==> config.mk <==
export PLATFORM = sky130hd
export DESIGN_NAME = mux16_scan_seq_flat
export DESIGN_NICKNAME = d
export VERILOG_FILES = /design/src/rtl/mux16_scan_seq_if.sv /design/src/rtl/mux16_scan_seq.sv /design/src/flat_wrapper.sv
export SDC_FILE = /design/constraint.sdc
export NUM_CORES = 1
export LEC_CHECK = 0
export ABC_AREA = 1
export CAP_MARGIN = 20
export CORE_MARGIN = 8
export CORE_UTILIZATION = 40
export DETAILED_ROUTE_END_ITERATION = 10
export GPL_TIMING_DRIVEN = 0
export PLACE_DENSITY = 0.69
export REMOVE_ABC_BUFFERS = 1
export SYNTH_ARGS = -nofsm -noshare
export SYNTH_HDL_FRONTEND = slang
export SYNTH_SLANG_ARGS = --single-unit
==> constraint.sdc <==
create_clock -name clk -period 1.8 [get_ports clk]
set_input_delay 0.36 -clock clk [delete_from_list [all_inputs] [get_ports clk]]
set_output_delay 0.36 -clock clk [all_outputs]
set_load 0.02 [all_outputs]
==> src/rtl/mux16_scan_seq_if.sv <==
// Bundle between the scan sequencer, the 16:1 mux it steers and its downstream consumer.
// SCAN_PARITY_EN adds the parity_o signal to the bundle.
interface mux16_scan_seq_if;
    logic        start_i;
    logic [3:0]  sel_o;
    logic        mux_out_i;
    logic        busy_o;
    logic [15:0] data_o;
    logic        data_valid_o;
    logic        data_ready_i;
`ifdef SCAN_PARITY_EN
    logic        parity_o;

    modport master (
        input  start_i, mux_out_i, data_ready_i,
        output sel_o, busy_o, data_o, data_valid_o, parity_o
    );
    modport slave (
        output start_i, mux_out_i, data_ready_i,
        input  sel_o, busy_o, data_o, data_valid_o, parity_o
    );
`else
    modport master (
        input  start_i, mux_out_i, data_ready_i,
        output sel_o, busy_o, data_o, data_valid_o
    );
    modport slave (
        output start_i, mux_out_i, data_ready_i,
        input  sel_o, busy_o, data_o, data_valid_o
    );
`endif
endinterface

==> src/rtl/mux16_scan_seq.sv <==
// Walks a 16:1 mux select through 0..15, samples its output and hands the word downstream.
// Define SCAN_PARITY_EN to also present the XOR of the captured word on parity_o.
module mux16_scan_seq #(
    parameter int DWELL = 2
) (
    input  logic               clk,
    input  logic               rst_n,
    mux16_scan_seq_if.master   bus
);
    typedef enum logic [1:0] {IDLE, SCAN, DONE} state_t;

    localparam logic [7:0] RELOAD = 8'(DWELL - 1);

    state_t      state;
    logic [7:0]  cnt;
    logic [3:0]  sel;
    logic [15:0] cap;
    logic [15:0] cap_next;
    logic [15:0] data;
    logic        valid;
    logic        busy;
`ifdef SCAN_PARITY_EN
    logic        parity;
`endif

    // Capture word including the bit sampled this cycle, so DONE entry sees all 16 bits.
    always_comb begin
        cap_next      = cap;
        cap_next[sel] = bus.mux_out_i;
    end

    always_ff @(posedge clk or negedge rst_n) begin
        if (!rst_n) begin
            state  <= IDLE;
            cnt    <= '0;
            sel    <= '0;
            cap    <= '0;
            data   <= '0;
            valid  <= 1'b0;
            busy   <= 1'b0;
`ifdef SCAN_PARITY_EN
            parity <= 1'b0;
`endif
        end else begin
            case (state)
                IDLE: begin
                    if (bus.start_i) begin
                        state <= SCAN;
                        sel   <= '0;
                        cnt   <= RELOAD;
                        busy  <= 1'b1;
                    end
                end
                SCAN: begin
                    if (cnt != '0) begin
                        cnt <= cnt - 8'd1;
                    end else begin
                        cap <= cap_next;
                        if (sel != 4'd15) begin
                            sel <= sel + 4'd1;
                            cnt <= RELOAD;
                        end else begin
                            state  <= DONE;
                            data   <= cap_next;
                            valid  <= 1'b1;
                            busy   <= 1'b0;
`ifdef SCAN_PARITY_EN
                            parity <= ^cap_next;
`endif
                        end
                    end
                end
                DONE: begin
                    // valid is always high here, so ready alone completes the handshake.
                    if (bus.data_ready_i) begin
                        valid <= 1'b0;
                        if (bus.start_i) begin
                            state <= SCAN;
                            sel   <= '0;
                            cnt   <= RELOAD;
                            busy  <= 1'b1;
                        end else begin
                            state <= IDLE;
                        end
                    end
                end
                default: state <= IDLE;
            endcase
        end
    end

    assign bus.sel_o        = sel;
    assign bus.busy_o       = busy;
    assign bus.data_o       = data;
    assign bus.data_valid_o = valid;
`ifdef SCAN_PARITY_EN
    assign bus.parity_o     = parity;
`endif
endmodule

==> src/flat_wrapper.sv <==
// flat-port wrapper written by rule: the top's interface ports become plain ports
module mux16_scan_seq_flat 
#(
    parameter int DWELL = 2
)
  (clk, rst_n, bus_start_i, bus_mux_out_i, bus_data_ready_i, bus_sel_o, bus_busy_o, bus_data_o, bus_data_valid_o);
  mux16_scan_seq_if bus_i ();
  input  logic clk;
  input  logic rst_n;
  input wire logic [$bits(bus_i.start_i)-1:0] bus_start_i;
  input wire logic [$bits(bus_i.mux_out_i)-1:0] bus_mux_out_i;
  input wire logic [$bits(bus_i.data_ready_i)-1:0] bus_data_ready_i;
  output wire logic [$bits(bus_i.sel_o)-1:0] bus_sel_o;
  output wire logic [$bits(bus_i.busy_o)-1:0] bus_busy_o;
  output wire logic [$bits(bus_i.data_o)-1:0] bus_data_o;
  output wire logic [$bits(bus_i.data_valid_o)-1:0] bus_data_valid_o;
  assign bus_i.start_i = bus_start_i;
  assign bus_i.mux_out_i = bus_mux_out_i;
  assign bus_i.data_ready_i = bus_data_ready_i;
  assign bus_sel_o = bus_i.sel_o;
  assign bus_busy_o = bus_i.busy_o;
  assign bus_data_o = bus_i.data_o;
  assign bus_data_valid_o = bus_i.data_valid_o;
  mux16_scan_seq #(.DWELL(DWELL)) u_core (.clk(clk), .rst_n(rst_n), .bus(bus_i));
endmodule
Word level (Yosys, flattened, before mapping)
Index checks and enable logic that the tools add are counted.
Word-level totals
  input port bits: 5
  bits in registers: 48
  output and inout bits: 22
Operators by class
  $lt $le $gt $ge: 2
  bitwise gates (word level): 2
  reductions and logical operators: 12
  $add $sub $neg: 2
  mux-type cells: 28
  equal/unequal tests: 9
Operators by type and width (count)
  2-to-1 mux 8 bit: 4
  one-hot mux 8 bit (3 select lines): 1
  bitwise mux 16 bit: 1
  2-to-1 mux 4 bit: 4
  AND reduction 4 bit: 4
  one-hot mux 4 bit (3 select lines): 1
  2-to-1 mux 1 bit: 9
  2-to-1 mux 2 bit: 4
  inequality test 2 bit, second input constant: 4
  nonzero test 8 bit: 1
  subtractor 8 x 1 -> 8 bit, second input constant: 1
  one-hot mux 2 bit (3 select lines): 1
  AND reduction 3 bit: 2
  < comparator 4 x 5 -> 1 bit, second input constant: 1
  adder 4 x 1 -> 4 bit, second input constant: 1
  demux 1 bit (select 4 bit): 1
  greater-or-equal comparator 4 x 1 -> 1 bit, second input constant: 1
  inequality test 4 bit, second input constant: 1
  inequality test 3 x 1 -> 1 bit, second input constant: 1
  one-hot mux 1 bit (3 select lines): 1
  nonzero test 3 bit: 1
  equality test 2 x 1 -> 1 bit, second input constant: 1
  equality test 2 bit, second input constant: 1
  logical NOT 2 bit: 1
  other kinds (6): 7

Longest topological paths before layout
Gate-level depths: netlist (run 1).
  word-level depth: 5
  depth in mapped cells: 9
  mapped depth without buffers: 8

Worst setup path after synthesis (run 1)
Ideal clock, no wire load.
  path kind: register to register
  start point: reg u_core.sel[0] (netlist: u_core.bus.sel_o[0])
  end point: reg u_core.data[12] (netlist: u_core.bus.data_o[12])
  setup time: 0.118 ns
  path slack: 0.142 ns
  clock period less this slack: 1.658 ns
  buffers on the path: 2
  cell stages (with the launch flop): 9
  data arrival time: 1.539 ns
  required time: 1.682 ns
  cell sequence: dfrtp_1 ha_1 nand3_4 nor2_4 nand2_2 buf_6 buf_6 nand2_2 nand2_1
On the way
  longest elaborated chain between the ends: 5
  elaborated cells between the ends (all ways): 9
  classes of those cells: 2 x order compare; 1 x eq/ne; 3 x mux; 1 x bitwise; 2 x reduce/logical
RTL lines
  start, declared: RTL line mux16_scan_seq.sv:16  | logic [3:0] sel;
  start signal, assigned: RTL line mux16_scan_seq.sv:60  | sel <= sel + 4'd1;
  < comparator 4 x 5 -> 1 bit (not written as such) / greater-or-equal comparator 4 x 1 -> 1 bit (equally long branches): RTL line mux16_scan_seq.sv:29  | cap_next[sel] = bus.mux_out_i;
  logical AND 1 bit (not written as such): RTL line mux16_scan_seq.sv:29
  2-to-1 mux 1 bit (not written as such): RTL line mux16_scan_seq.sv:29
  demux 1 bit (select 4 bit)
  bitwise mux 16 bit: RTL line mux16_scan_seq.sv:29
  end signal, assigned: RTL line mux16_scan_seq.sv:64  | data <= cap_next;
  end, declared: RTL line mux16_scan_seq.sv:19  | logic [15:0] data;
Parallel ways exist; a longest one is shown, timed or not.
A chain may end at the register's enable or synchronous reset.

Worst setup path after layout (run 1)
  start point: reg u_core.sel[0] (netlist: u_core.bus.sel_o[0])
  end point: reg u_core.cnt[1]
On the way
  longest elaborated chain between the ends: 3
RTL lines
  inequality test 4 bit: RTL line mux16_scan_seq.sv:59  | if (sel != 4'd15) begin
  inequality test 3 x 1 -> 1 bit (no line)
  AND reduction 3 bit (no line)
  end signal, assigned: RTL line mux16_scan_seq.sv:56  | cnt <= cnt - 8'd1;
  end, declared: RTL line mux16_scan_seq.sv:15  | logic [7:0] cnt;
Every way passes these cells.

==> reports/metrics.cfg, run 1 <==
[sta]
post-route-min-period_ns=1.657
rsz0062_at_grt=no
hold_viol=0
max_slew_margin_pct=69.62
final_max_slew_viol_count=0
fin_worst_skew_ns=0.007730
tightest_slew_ns=0.4552
finalCritPeriodShare_pct=92.05
setup_viol=0
whs_ns=0.4724
fin_tns_setup_ns=0
clock.fmax_mhz=603.6

[global_routing]
grt_max_degree=37
grt_pass1_vias=2115
grt_util_all_layers_pct=13.40
grt_pass1_wl_um=9839
grt_antenna_before_repair=0
overflow=0

[floorplanning]
die_w_um=95.75
rows=29
core_um2=6241
start_util_pct=40.76
io_pins=27
die_h_um=95.75
dieArea_um2=9167

[run]
maxCapViolCount=0

[power_and_ir_drop]
p_total_mw=3.823
p_leak_nw=1.466
ir_drop_mv=0.6103
powerDensity_nw_per_um2=1248

[worst_setup_path]
cp.depth=7
endpoint_kind=flip-flop
cp.arrival_ns=1.88
worst_ep_required_time_ns=2.02
slowest_stage=dfrtp_1
worstSetupPathType=flip-flop to flip-flop
critPathMaxStageDelay_ns=0.51
critPathTopFamily=simple AND/OR/NAND/NOR gates
worstPathMaxFanout=20
cp-start-kind=flip-flop
worst-path-buf-inv=0
cp_cell_sequence=ha_2 > nand3_4 > nor2_4 > nand2_8 > nand2_4 > nand2_1 > o21ai_0
reg2regPathDepth=7

[synth]
synth_seq_area_share_pct=47.22
synthCells=334
syn_area_um2=2544
netlist_top_cells_area=dfrtp_1 (47%), nand2_1 (19%), o21ai_0 (6.9%)
synth_top_area_share_pct=47.22
ys_seq_elements=48
synth_edf_count=0
syn_area_per_cell_um2=7.616
synth_top_flop_cell=dfrtp_1
ys_types=24
yosys.area.top_type=dfrtp_1
ys_warn_count=0
async_reset_ff_share_pct=100.0

[place]
dp_hpwl_um=3773
place_area_um2=2849
place.gp.congestion=0.8159
placed_cells=427
port_buffers=26

[finish]
area_growth_pct=20.46
fillers=628
drive_gt1_share_pct=11.57
diodes=0
design_area_um2=3064
final_nets=373
layout.cells.non_filler=440

[worst_hold_path]
hold_path_class=input pin to async pin

[routing]
dr.first_iter.drc_count=147
drcViolationCount=0
viasPerCell=4.930
drt_wl_total_um=5632
wl_per_cell_um=12.80
first_pass_iters=4
vias=2169
postRouteAntennaNets=0

[clocking]
ctsRootBufferMaster=clkbuf_8
tritoncts=done
cts_made_buffers=5
clkTransAtPathRegs_ns=0.09
cts_buffer_depth=2
clock_latency_ns=0.30
htree_levels=2
clkSinkCount=48

[outcome]
run_status=finished clean

## sequential cells by signal, summed over array words and instances (netlist names)
| register | flops |
|---|---|
| u_core.cnt | 8 |
| u_core.state | 2 |
| u_core.cap | 16 |
| u_core.bus.busy_o | 1 |
| u_core.bus.data_valid_o | 1 |
| u_core.bus.data_o | 16 |
| u_core.bus.sel_o | 4 |
## cells in the mapped netlist (all sizes together) (2+ instances only)
cell type and n:
nand4 3, ha 6, dfrtp 48, inv 24
clkbuf 5, nor2 20, buf 6, nand2 143
clkinv 2, nand3 33, o21ai 40
## report_power, final
part	total, mW	leakage [nW]	switching (mW)	internal [mW]
logic	1.39	0.896	0.895	0.499
registers	1.63	0.515	0.255	1.38
clock network	0.799	0.0548	0.380	0.419
## cell type report
cell class	instances	area (µm²)	area share [%]
Inverter	26	98.84	3.226
Clock buffer	5	68.82	2.246
Timing Repair Buffer	31	331.6	10.82
Multi-Input combinational cell	250	1219	39.77
Sequential cell	48	1204	39.28
Clock inverter	3	46.29	1.511
Tap cell	77	96.34	3.144
## layout by cell type, fill, tap and decap left out, drive strengths merged
cell	count
a21oi	1
buf	5
bufinv	1
clkbuf	5
clkdlybuf4s50	21
clkinv	2
clkinvlp	1
dfrtp	48
dlygate4sd2	3
dlygate4sd3	1
dlymetal6s2s	1
ha	6
inv	25
nand2	143
nand3	33
nand4	3
nor2	21
nor3	1
o21ai	40
xnor2	1
xor2	1
## worst register-to-register path: cells and delay by family (launching register included)
family / cells / cell delay (ns)
compound gates: 1 / 0.07
flops: 1 / 0.51
fa+ha+maj: 1 / 0.32
simple gates: 5 / 0.68
## routing by layer
metal | vias to the layer above | track usage, % | part of all wire [%]
met5 | - | 0 | 0
met4 | 0 | 5.122 | 1.3
met3 | 5 | 2.886 | 4.7
met2 | 49 | 21.14 | 47
met1 | 996 | 17.61 | 47
li1 | 1119 | - | -
## final timing paths
kind,from,end,slack [ns]
setup / recovery,u_core.bus.sel_o[0],u_core.cnt[1],0.14
hold / removal,rst_n,u_core.cnt[7],0.47
setup reg to reg,u_core.bus.sel_o[0],u_core.cnt[1],0.14
hold reg to reg,u_core.bus.data_o[2],u_core.bus.data_o[2],0.49
max in group asynchronous,rst_n,u_core.cap[1],0.84
min in group clk,u_core.bus.data_o[2],u_core.bus.data_o[2],0.49
## per-stage QoR
step	setup slack, ns	util, %
3_3_place_gp	-1.049	45.41
3_5_place_dp	-0.3742	45.65
5_1_grt	0.02589	49.10
2_1_floorplan	-0.05396	-
4_1_cts	0.0002874	48.44
6_report	0.1432	49.10
## cells by family (layout without fill, tap and decap cells)
| kind of cell | Yosys count | after routing | share of synthesized area, % |
|---|---|---|---|
| xor+xnor | 2 | 2 | 0.6888 |
| compound gates | 41 | 41 | 8.067 |
| buf+inv | 37 | 65 | 6.444 |
| simple gates | 200 | 201 | 34.63 |
| fa+ha+maj | 6 | 6 | 2.951 |
| flops | 48 | 48 | 47.22 |
## timing repair
item	4_1_cts	5_1_grt
setup buffers	2	1
endpoints found under the setup margin	46	39
hold endpoints to repair	12	0
gates cloned	1	0
hold buffers	1	0
pin swaps	1	1
resized for setup	9	5
(Power assumes the default switching activity.)
==> inputs of run 2 (changes only) <==
CORE_UTILIZATION = 56   (was 40)
PLACE_DENSITY = 0.76   (was 0.69)
==> run 2 against run 1 <==
Compared with the run above: count of clock-buffer cells in the layout unchanged; final area down 3.2%; sequential cell count unchanged; sequential share of layout area up 1.4 points; critical endpoint is now bus_busy_o; hold slack worse by 0.41 ns; maximum frequency up 1.4%.
==> reports/metrics.cfg, run 2 (synthesis results as in run 1) <==
[outcome]
run_status=finished clean  ; unchanged

[worst_setup_path]
worstSetupPathType=flip-flop to primary output  ; was flip-flop to flip-flop
r2r_slack_ns=0.18  ; was 0.14 ns
slowest_stage=clkdlybuf4s50_1  ; was dfrtp_1
worst_ep_required_time_ns=1.44  ; was 2.02 ns
endpoint_kind=primary output  ; was flip-flop
cp-startpoint=u_core.bus.busy_o  ; was u_core.bus.sel_o[0]
worstPathMaxFanout=3  ; was 20
worst-path-buf-inv=1  ; was 0
cp.arrival_ns=1.27  ; was 1.88 ns
critPathMaxStageDelay_ns=0.61  ; was 0.51 ns
r2r_start=u_core.bus.sel_o[1]  ; was u_core.bus.sel_o[0]
cp-start-kind=flip-flop  ; unchanged
cp_cell_sequence=clkdlybuf4s50_1  ; was ha_2 > nand3_4 > nor2_4 > nand2_8 > nand2_4 > nand2_1 > o21ai_0
critPathTopFamily=buffers and inverters  ; was simple AND/OR/NAND/NOR gates

[floorplanning]
die_h_um=83.40  ; was 95.75 µm
rows=24  ; was 29
core_um2=4354  ; was 6241 µm²
dieArea_um2=6955  ; was 9167 µm²
die_w_um=83.40  ; was 95.75 µm
start_util_pct=58.42  ; was 40.76%
io_pins=27  ; unchanged

[routing]
postRouteAntennaNets=0  ; unchanged
first_pass_iters=4  ; unchanged
vias=2193  ; was 2169
viasPerCell=5.336  ; was 4.930
wl_per_cell_um=13.23  ; was 12.80 µm
drt_wl_total_um=5438  ; was 5632 µm
dr.first_iter.drc_count=122  ; was 147
drcViolationCount=0  ; unchanged

[power_and_ir_drop]
p_leak_nw=1.440  ; was 1.466 nW
powerDensity_nw_per_um2=1208  ; was 1248 nW/µm²
pwr-share-seq_pct=45.8  ; was 42.6%
p_comb_share_pct=38.2  ; was 36.5%
clockPowerShare_pct=16.0  ; was 20.9%
netSwitchingPower_mw=1.464  ; was 1.530 mW
p_total_mw=3.582  ; was 3.823 mW
p_sw_share_pct=40.87  ; was 40.02%
cell_internal_pwr_mw=2.118  ; was 2.293 mW
ir_drop_mv=0.8015  ; was 0.6103 mV

[global_routing]
grt_max_degree=26  ; was 37
grt_util_all_layers_pct=15.81  ; was 13.40%
grt_antenna_before_repair=0  ; unchanged
grt_pass1_wl_um=9356  ; was 9839 µm
grt_pass1_vias=2026  ; was 2115
overflow=0  ; unchanged

[sta]
hold_viol=0  ; unchanged
tightest_slew_ns=0.5844  ; was 0.4552 ns
post-route-min-period_ns=1.635  ; was 1.657 ns
finalCritPeriodShare_pct=90.81  ; was 92.05%
rsz0062_at_grt=no  ; unchanged
fin_worst_skew_ns=0.002879  ; was 0.007730 ns
setup_viol=0  ; unchanged
final_max_slew_viol_count=0  ; unchanged
max_slew_margin_pct=61.04  ; was 69.62%
clock.fmax_mhz=611.8  ; was 603.6 MHz

[finish]
layout_commonest_cell=nand2_1  ; unchanged
diodes=0  ; unchanged
drive_gt1_share_pct=11.14  ; was 11.57%
fillers=360  ; was 628
layout_common_cells=nand2_1 (129), dfrtp_1 (45), o21ai_0 (35)  ; was nand2_1 (129), dfrtp_1 (46), o21ai_0 (35)
fin_util_pct=68.10  ; was 49.10%
final_nets=372  ; was 373
area_growth_pct=16.58  ; was 20.46%

[clocking]
clkSinkCount=48  ; unchanged
clkTransAtPathRegs_ns=0.08  ; was 0.09 ns
tritoncts=done  ; unchanged
clock_latency_ns=0.29  ; was 0.30 ns
cts_made_buffers=5  ; unchanged
hold_buffers=0  ; was 1
ctsRootBufferMaster=clkbuf_8  ; unchanged
cts_buffer_depth=2  ; unchanged
htree_levels=2  ; unchanged

[place]
place.gp.congestion=0.8186  ; was 0.8159
dp_hpwl_um=3731  ; was 3773 µm
port_buffers=26  ; unchanged

[run]
maxCapViolCount=0  ; unchanged

[worst_hold_path]
hold_path_class=input pin to async pin  ; unchanged

run 2: changes by cell type in the layout (fill, tap and decap cells not counted):
cell / change
clkinvlp_4: -1
dfrtp_1: -1
dfrtp_2: +1
dlygate4sd3_1: -1
inv_6: -1
buf_4: +1
bufinv_16: -1
buf_12: -1
run 2: through the flow:
stage | area, µm² | worst slack [ns] | instances | setup TNS (ns) | hold WS (ns)
6_report | 2965 | 0.1654 | 411 | 0 | 0.05954
5_1_grt | 2965 | 0.02056 | 411 | 0 | 0.09237
4_1_cts | 2917 | 0.002835 | 408 | 0 | 0.07287
3_5_place_dp | 2818 | -0.4061 | 402 | -5.525 | 0.3911
3_3_place_gp | 2803 | -1.002 | 401 | -52.93 | 0.4612
2_1_floorplan | 2477 | -0.05396 | 323 | -0.2211 | 0.06441
run 2: final timing paths:
check / to / depth (start not counted)
worst max-delay path: bus_busy_o / 1
min in group clk: u_core.bus.data_o[0] / 2
max in group asynchronous: u_core.bus.sel_o[3] / 2
worst min-delay path: u_core.cnt[3] / 1
worst min register to register: u_core.bus.data_o[0] / 2
worst max register to register: u_core.bus.data_valid_o / 7
run 2: power by group through the flow:
stage,Combinational (mW),Sequential [mW],Clock [mW]
6_report,1.37,1.64,0.574
5_1_grt,1.55,1.68,0.633
4_1_cts,1.34,1.63,0.589
3_5_place_dp,1.32,1.65,0
3_3_place_gp,1.28,1.63,0
2_1_floorplan,0.959,1.63,0
run 2: final cells by class:
cell class | instances | area [µm²] | area share [%]
Clock buffer | 5 | 68.82 | 2.321
Inverter | 26 | 98.84 | 3.333
Timing Repair Buffer | 30 | 309.0 | 10.42
Tap cell | 52 | 65.06 | 2.194
Sequential cell | 48 | 1205 | 40.63
Multi-Input combinational cell | 250 | 1219 | 41.10
run 2: per-layer routing:
| metal | up-vias | GRT usage, % | routed length, µm |
|---|---|---|---|
| met1 | 1013 | 19.75 | 2532 |
| met4 | 0 | 4.792 | 46 |
| met2 | 62 | 25.88 | 2534 |
| li1 | 1112 | - | - |
| met3 | 6 | 4.199 | 325 |
| met5 | - | 0 | 0 |
run 2: worst register-to-register path, stage by stage, from the launching register on:
cell	delay (ns)
dfrtp_1	0.47
ha_2	0.31
nand3_4	0.11
nor2_4	0.19
nand2_8	0.17
clkinv_2	0.18
nor2_1	0.06
nor2_1	0.08
run 2: repair_timing:
action / CTS / global route
setup endpoints to repair: 46 / 44
resized for setup: 10 / 5
setup buffers: 0 / 3
pin swaps: 1 / 2
cloned: 1 / 0
